## config.mk

```make
export PLATFORM = sky130hd
export DESIGN_NAME = cgra_config_loader
export DESIGN_NICKNAME = d
export VERILOG_FILES = /design/src/rtl/cgra_config_loader.sv
export SDC_FILE = /design/constraint.sdc
export NUM_CORES = 1
export LEC_CHECK = 0
export ABC_CLOCK_PERIOD_IN_PS = 4370
export BUFFER_PORTS_ARGS = -buffer_cell sky130_fd_sc_hd__buf_2
export CAP_MARGIN = 10
export CORE_ASPECT_RATIO = 0.75
export CORE_MARGIN = 3
export CORE_UTILIZATION = 54
export CTS_CLUSTER_SIZE = 24
export DETAILED_ROUTE_END_ITERATION = 16
export GPL_TIMING_DRIVEN = 0
export PLACE_DENSITY_LB_ADDON = 0.08
export SYNTH_ARGS = -nofsm -noshare
export SYNTH_HDL_FRONTEND = slang
export SYNTH_SLANG_ARGS = --single-unit
```

## constraint.sdc

```tcl
create_clock -name clock -period 4.37 [get_ports clock]
set_input_delay 0 -clock clock [delete_from_list [all_inputs] [get_ports clock]]
set_output_delay 0 -clock clock [all_outputs]
set_load 0.01 [all_outputs]
```

## src/rtl/cgra_config_loader.sv

```systemverilog
// Configuration loader for the CGRA serial config chain: holds the fabric in
// sync reset, streams host words MSB-first onto the chain, then enables the
// fabric once exactly TOTAL_NUM_BITS bits have been shifted.
module cgra_config_loader #(
  parameter int TOTAL_NUM_BITS = 816,
  parameter int WORD_WIDTH     = 32,
  parameter int RESET_CYCLES   = 4
) (
  input  logic                  clock,
  input  logic                  reset_n,
  input  logic                  start,
  input  logic                  abort,
  input  logic [WORD_WIDTH-1:0] word_data,
  input  logic                  word_valid,
  output logic                  word_ready,
  output logic                  config_bitstream,
  output logic                  config_enable,
  output logic                  cgra_sync_reset,
  output logic                  cgra_enable,
  output logic                  busy,
  output logic                  done
);

  localparam int BCW = $clog2(TOTAL_NUM_BITS + 1);
  localparam int CCW = $clog2(RESET_CYCLES + 1);
  localparam int HW  = $clog2(WORD_WIDTH + 1);

  localparam logic [BCW-1:0] BIT_LAST = BCW'(TOTAL_NUM_BITS);
  localparam logic [CCW-1:0] CYC_LAST = CCW'(RESET_CYCLES - 1);

  typedef enum logic [1:0] {IDLE, RESET, LOAD, DONE} state_t;

  state_t                state;
  logic [BCW-1:0]        bit_cnt;   // bits already driven onto the chain
  logic [CCW-1:0]        cyc_cnt;   // sync-reset cycles elapsed
  logic [HW-1:0]         held;      // bits in sr not yet driven onto the chain
  logic [WORD_WIDTH-1:0] sr;        // next bit to drive is always sr[MSB]

  logic [31:0]    committed;
  logic [31:0]    avail;
  logic [HW-1:0]  bits_new;
  logic           accept;

  // Bits already driven or queued decide whether another word is wanted and
  // how much of it is real chain data (the final word may be truncated).
  always_comb begin
    committed  = 32'(bit_cnt) + 32'(held);
    avail      = 32'(TOTAL_NUM_BITS) - committed;
    bits_new   = (avail >= 32'(WORD_WIDTH)) ? HW'(WORD_WIDTH) : HW'(avail);
    word_ready = (state == LOAD) && !abort && (held <= HW'(1)) &&
                 (committed < 32'(TOTAL_NUM_BITS));
    accept     = word_valid && word_ready;
  end

  // Sequencer: IDLE -> RESET -> LOAD -> DONE, with registered chain/fabric pins.
  always_ff @(posedge clock or negedge reset_n) begin
    if (!reset_n) begin
      state            <= IDLE;
      bit_cnt          <= '0;
      cyc_cnt          <= '0;
      held             <= '0;
      sr               <= '0;
      config_bitstream <= 1'b0;
      config_enable    <= 1'b0;
      cgra_sync_reset  <= 1'b0;
      cgra_enable      <= 1'b0;
      busy             <= 1'b0;
      done             <= 1'b0;
    end else if (abort) begin
      state            <= IDLE;
      bit_cnt          <= '0;
      cyc_cnt          <= '0;
      held             <= '0;
      sr               <= '0;
      config_bitstream <= 1'b0;
      config_enable    <= 1'b0;
      cgra_sync_reset  <= 1'b0;
      cgra_enable      <= 1'b0;
      busy             <= 1'b0;
      done             <= 1'b0;
    end else begin
      case (state)
        IDLE, DONE: begin
          if (start) begin
            state           <= RESET;
            cyc_cnt         <= '0;
            cgra_sync_reset <= 1'b1;
            cgra_enable     <= 1'b0;
            busy            <= 1'b1;
            done            <= 1'b0;
          end
        end
        RESET: begin
          if (cyc_cnt == CYC_LAST) begin
            state           <= LOAD;
            cgra_sync_reset <= 1'b0;
            bit_cnt         <= '0;
            held            <= '0;
            sr              <= '0;
          end else begin
            cyc_cnt <= cyc_cnt + 1'b1;
          end
        end
        LOAD: begin
          if (bit_cnt == BIT_LAST) begin
            // Last bit was on the pins during the previous cycle.
            state            <= DONE;
            busy             <= 1'b0;
            done             <= 1'b1;
            cgra_enable      <= 1'b1;
            config_enable    <= 1'b0;
            config_bitstream <= 1'b0;
          end else begin
            if (held != '0 || accept) begin
              config_enable <= 1'b1;
              bit_cnt       <= bit_cnt + 1'b1;
            end else begin
              config_enable    <= 1'b0;
              config_bitstream <= 1'b0;
            end
            if (accept) begin
              // Empty: new MSB goes straight out. One bit left: drain it and
              // park the new word so its MSB follows with no gap.
              if (held == '0) begin
                config_bitstream <= word_data[WORD_WIDTH-1];
                sr               <= {word_data[WORD_WIDTH-2:0], 1'b0};
              end else begin
                config_bitstream <= sr[WORD_WIDTH-1];
                sr               <= word_data;
              end
              held <= held + bits_new - 1'b1;
            end else if (held != '0) begin
              config_bitstream <= sr[WORD_WIDTH-1];
              sr               <= {sr[WORD_WIDTH-2:0], 1'b0};
              held             <= held - 1'b1;
            end
          end
        end
        default: state <= IDLE;
      endcase
    end
  end

endmodule

```

======== After elaboration in Yosys (flattened, before gate mapping) ========
Index checks and enable logic that the tools add are counted.
W data, S select, Z words.
storage, ports and cells
  flip-flop bits (word level) ............. 58
  word-level logic and storage cells ...... 104
operators by class
  $add $sub $neg .......................... 7
  $lt $le $gt $ge ......................... 3
  equal/unequal tests ..................... 13
  muxes and demuxes ....................... 50
  reductions and logical operators ........ 21
operators by type and width
  kind                      count
  $mux W32                  6
  $pmux W32 S2              1
  $mux W10                  4
  $mux W6                   6
  $ge A32 B6 Y1 const B     1
  $pmux W10 S2              1
  $mux W1                   19
  $ne A3 B3 Y1 const B      4
  $pmux W6 S2               1
  $reduce_and A3 Y1         4
  $sub A10 B11 Y12 const A  1
  $sub A6 B1 Y6 const B     2
  $add A10 B6 Y11           1
  $lt A11 B10 Y1 const B    1
  $add A10 B1 Y10 const B   1
  $eq A10 B10 Y1 const B    1
  $mux W3                   3
  $reduce_bool A3 Y1        3
  $mux W2                   4
  $reduce_and A4 Y1         2
  $add A6 B6 Y6             1
  $le A6 B1 Y1 const B      1
  $logic_not A6 Y1          1
  $ne A3 B2 Y1 const B      2
  17 further kinds          23

======== Longest topological paths before layout ========
  depth after elaboration ................. 12
  mapped depth ............................ 22

======== Least setup slack after synthesis ========
Ideal clock, no wire load.
  path kind ............................... flip-flop to flip-flop
  start point ............................. register bit_cnt[0]
  end point ............................... register held[5]
  setup time .............................. 69 ps
  data arrival time ....................... 4420 ps
  required time ........................... 4301 ps
  setup slack ............................. -119 ps
  stages on the path, launching flop included .. 23
  path buffers ............................ 0
  period minus slack after synthesis ...... 4489 ps
  path through ............................ dfrtp_1 ha_1 inv_1 fa_1 nand2b_1 o2bb2ai_1 xnor2_1 a31oi_1 a311o_2 a21boi_0 o221a_4 nand2_1 ha_1 inv_1 ha_1 inv_1 fa_1 inv_1 a21o_1 a21oi_1 xnor2_1 or3_1 nand3_1
on the way
  word-level cells in the longest chain between the ends .. 10
  elaborated cells between the ends (all ways) .. 17
  classes of those cells .................. add/sub: 4; order compare: 2; eq/ne: 3; mux: 5; reduce/logical: 3
RTL lines
  item                    RTL line  text
  from (decl)             34        logic [BCW-1:0] bit_cnt;
  from (signal assigned)  116       bit_cnt <= bit_cnt + 1'b1;
  $add A10 B6 Y11         47        committed = 32'(bit_cnt) + 32'(held);
  $sub A10 B11 Y12        48        avail = 32'(TOTAL_NUM_BITS) - committed;
  $ge A32 B6 Y1           49        bits_new = (avail >= 32'(WORD_WIDTH)) ? HW'(WORD_WIDTH) : HW'(avail);
  $mux W6                 49
  $add A6 B6 Y6           131       held <= held + bits_new - 1'b1;
  $sub A6 B1 Y6           131
  $mux W6                 121       if (accept) begin
  $mux W6                 105       if (bit_cnt == BIT_LAST) begin
  $pmux W6 S2             82        case (state)
  $mux W6                 69        end else if (abort) begin
  to (signal assigned)    131
  to (signal assigned)    135       held <= held - 1'b1;
  to (decl)               36        logic [HW-1:0] held;
Several ways; a longest one is shown, not always the timed one. The select of a mux whose other input is x is not followed.
A chain may end at the register's enable or synchronous reset.

======== Final worst setup path ========
  start point ............................. register held[1]
  end point ............................... register held[4]
on the way
  word-level cells in the longest chain between the ends .. 10
  elaborated cells between the ends (all ways) .. 20
  classes of those cells .................. add/sub: 5; order compare: 3; eq/ne: 1; mux: 6; reduce/logical: 5
RTL lines
  item              RTL line
  $add A10 B6 Y11   47
  $sub A10 B11 Y12  48
  $ge A32 B6 Y1     49
  $mux W6           49
  $add A6 B6 Y6     131
  $sub A6 B1 Y6     131
  $mux W6           121
  $mux W6           105
  $pmux W6 S2       82
  $mux W6           69
Several ways; a longest one is shown, not always the timed one. The select of a mux whose other input is x is not followed.

==> out/results.ini <==
[outcome]
status = completed

[job]
cap_violations = 0

[route]
drc = 0
drtIter0Drc = 430
drt_first_pass_iters = 5
vias_per_cell = 6.307
wire_per_inst_um = 18.67
vias = 4661
drt.antenna.violating_nets = 0
wl_mm = 13.80

[critical_path]
slowest_delay_ns = 0.44
slowest_stage = dfrtp_1
r2r_slack_ns = 0.007
endpoint_kind = flop
arrival_ns = 4.62
critPathMaxFanout = 7
r2r_end = held[4]$_DFFE_PN0P_
start_kind = flop
timing.rr.start = held[1]$_DFFE_PN0P_
worst-r2r-cell-count = 21
worstPathCellList = inv_2 > fa_2 > nand2b_4 > buf_6 > a21oi_4 > o311ai_4 > buf_4 > nor3b_2 > a21oi_1 > o32ai_2 > o221a_4 > buf_6 > nand2_2 > ha_4 > inv_1 > ha_1 > a21o_1 > a21oi_2 > xnor2_1 > a21oi_1 > o21ai_1
worstPathRequired_ns = 4.62
path_class = reg -> reg

[timing]
final-hold-violation-count = 0
slew_viol_final = 0
min_period_over_period = 0.9985
maxSlewHeadroom = 0.4383
worst_pin_slew_ns = 0.8395
fin_skew_ns = 0.005905
holdWs_ns = 0.05570
rsz0062_at_grt = yes
fmax_mhz = 229.2
setup_viol = 0
fin_crit_ns = 4.363

[synth]
ys_seq_elements = 58
syn_area_per_cell_sq_um = 8.112
ys_types = 74
ys.flop_type = dfrtp_1
netlist_area_sq_um = 4429
synth_edf_count = 0
async_flop_share = 1.000
yosys.cell_count.top_type = nand2_1
synth_seq_area_share = 0.3277
synth_top_area_frac = 0.3277
yosysWarnings = 0
netlist_instances = 546
synth.largest_area_cell = dfrtp_1
synth_area_leaders = dfrtp_1, nand2_1, ha_1
synth_fp_nets = 609
synth_common_cells = nand2_1, dfrtp_1, o21ai_0, nand3_1, inv_1

[power_and_ir_drop]
leakage_uw = 0.002590
powerDensity_nw_per_um2 = 317.7
vdd_drop_max_mv = 0.2583
finalPower_uw = 1782

[floorplan]
die_h_um = 84.44
dieWidth_um = 110.6
ioPinCount = 44
start_util = 0.5801
dieArea_sq_um = 9336
rows = 27
core-area_sq_um = 7635

[place]
placed_cells = 691
finalWeightedCongestion = 0.8862
dp_hpwl_mm = 8.842
port_buffers = 43

[clocking]
clk_latency_ns = 0.34
cts.clk_slew.worst_paths_ns = 0.07
cts_buffer_depth = 2
cts_sinks = 58
clockRootBuffer = clkbuf_8
numCtsBuffers = 9
cts_tree = done
h-tree-depth = 3

[final_layout]
layout.cells.non_filler = 739
fill_cells = 577
drive_above_1_share = 0.2680
n_antenna_cell = 0
nNetsFinal = 696
synthToLayoutAreaGrowth_pct = 26.61

[min_path]
worstHoldEndpoint = cgra_sync_reset$_DFFE_PN0P_
hold_depth = 5
min_from = start
worstHoldPathType = in -> reg

[grt]
grt_pass1_wl_mm = 20.90
antenna_found_initial = 0
overflow = 0
grt_usage = 0.2713
grt_pass1_vias = 4369
grt_max_degree = 36

-- worst max-delay path: cells and delay by family, from the launching register on --
kind	cells	cell delay, ns
fa+ha+maj	3	0.97
flops	1	0.44
compound gates	9	1.62
simple gates	3	0.43
buf+inv	5	0.63
xor+xnor	1	0.19
-- report_power, final --
part | total (uW) | switching, uW | internal [uW]
clock | 584 | 231 | 353
combinational | 607 | 405 | 203
sequential | 590 | 23.0 | 567
total | 1780 | 659 | 1120
-- registers in the layout (all words and copies together), names as in the netlist, 2 cells and up --
register	cells
sr	32
bit_cnt	10
held	6
cyc_cnt	3
state	2
-- how the worst max path moves through the flow --
stage,from,endpoint,depth (start not counted)
floorplan,bit_cnt[0]$_DFFE_PN0P_,held[5]$_DFFE_PN0P_,22
global placement,bit_cnt[0]$_DFFE_PN0P_,held[5]$_DFFE_PN0P_,22
detailed placement,bit_cnt[0]$_DFFE_PN0P_,held[5]$_DFFE_PN0P_,22
CTS,held[0]$_DFFE_PN0P_,held[5]$_DFFE_PN0P_,20
global route,held[4]$_DFFE_PN0P_,held[4]$_DFFE_PN0P_,20
finish,held[1]$_DFFE_PN0P_,held[4]$_DFFE_PN0P_,21
-- placed cells by master, fill, tap and decap left out, types with 4 or more instances in the layout --
cell type / Yosys / layout
dfrtp_1: 58 / 53
buf_6: 2 / 4
nor2_1: 23 / 22
ha_1: 24 / 14
clkbuf_8: 0 / 11
nand2b_1: 5 / 4
clkbuf_1: 17 / 17
dfrtp_2: 0 / 5
a22o_1: 9 / 9
inv_1: 31 / 25
buf_2: 12 / 55
xor2_1: 7 / 5
mux2i_1: 9 / 9
buf_4: 2 / 31
xnor2_1: 8 / 6
inv_2: 0 / 6
o21ai_0: 40 / 39
a21o_1: 5 / 5
o211ai_1: 26 / 26
nand3_1: 35 / 34
ha_4: 0 / 8
nor4_1: 5 / 4
o21ai_1: 9 / 10
nand4_1: 5 / 5
nor2b_1: 5 / 5
a21oi_1: 24 / 21
nand2_1: 107 / 103
-- through the flow --
step | util | setup TNS [ns] | instance area, sq um | setup slack [ns]
4_1_cts | 0.6944 | -0.09405 | 5301 | -0.09405
6_report | 0.7345 | 0 | 5608 | 0.006521
3_5_place_dp | 0.6314 | -1.369 | 4821 | -0.5720
5_1_grt | 0.7345 | -0.2395 | 5608 | -0.1370
3_3_place_gp | 0.6288 | -0.8815 | 4801 | -0.4454
2_1_floorplan | - | 0 | 4459 | 0.03475
-- final cells by class --
type | instances | area (sq um) | area share
tap | 101 | 126.4 | 0.02253
multi-input combinational | 423 | 3018 | 0.5382
clock buffer | 12 | 155.1 | 0.02767
buffer | 33 | 165.2 | 0.02945
sequential | 58 | 1458 | 0.2599
timing repair buffer | 77 | 495.5 | 0.08835
clock inverter | 4 | 73.82 | 0.01316
inverter | 31 | 116.4 | 0.02075
-- kinds of logic (layout without fill, tap and decap cells) --
family / count (synthesis) / count (layout) / synth area share
flip-flops: 58 / 58 / 0.3277
XOR/XNOR: 15 / 15 / 0.02966
multiplexers: 10 / 10 / 0.02288
adder cells (fa/ha/maj): 26 / 26 / 0.07684
AND/OR/NAND/NOR: 212 / 212 / 0.2220
AO/OA/AOI/OAI: 160 / 160 / 0.2571
buffers and inverters: 65 / 157 / 0.06384
-- what timing repair did --
item / in CTS / in global routing
setup endpoints to repair: 4 / 3
gates resized for setup: 24 / 39
pin swaps: 17 / 26
endpoints found under the hold margin: 24 / 0
setup buffers: 15 / 16
hold buffers: 2 / 0
-- per-layer routing --
layer  GRT usage  up-vias  wire (um)
li1            -     2141          -
met5           0        -          0
met2      0.4284      262       6273
met1      0.3844     2223       6017
met4     0.07383        0        307
met3     0.05115       35       1198
No activity file was read; power rests on OpenSTA's default activity.
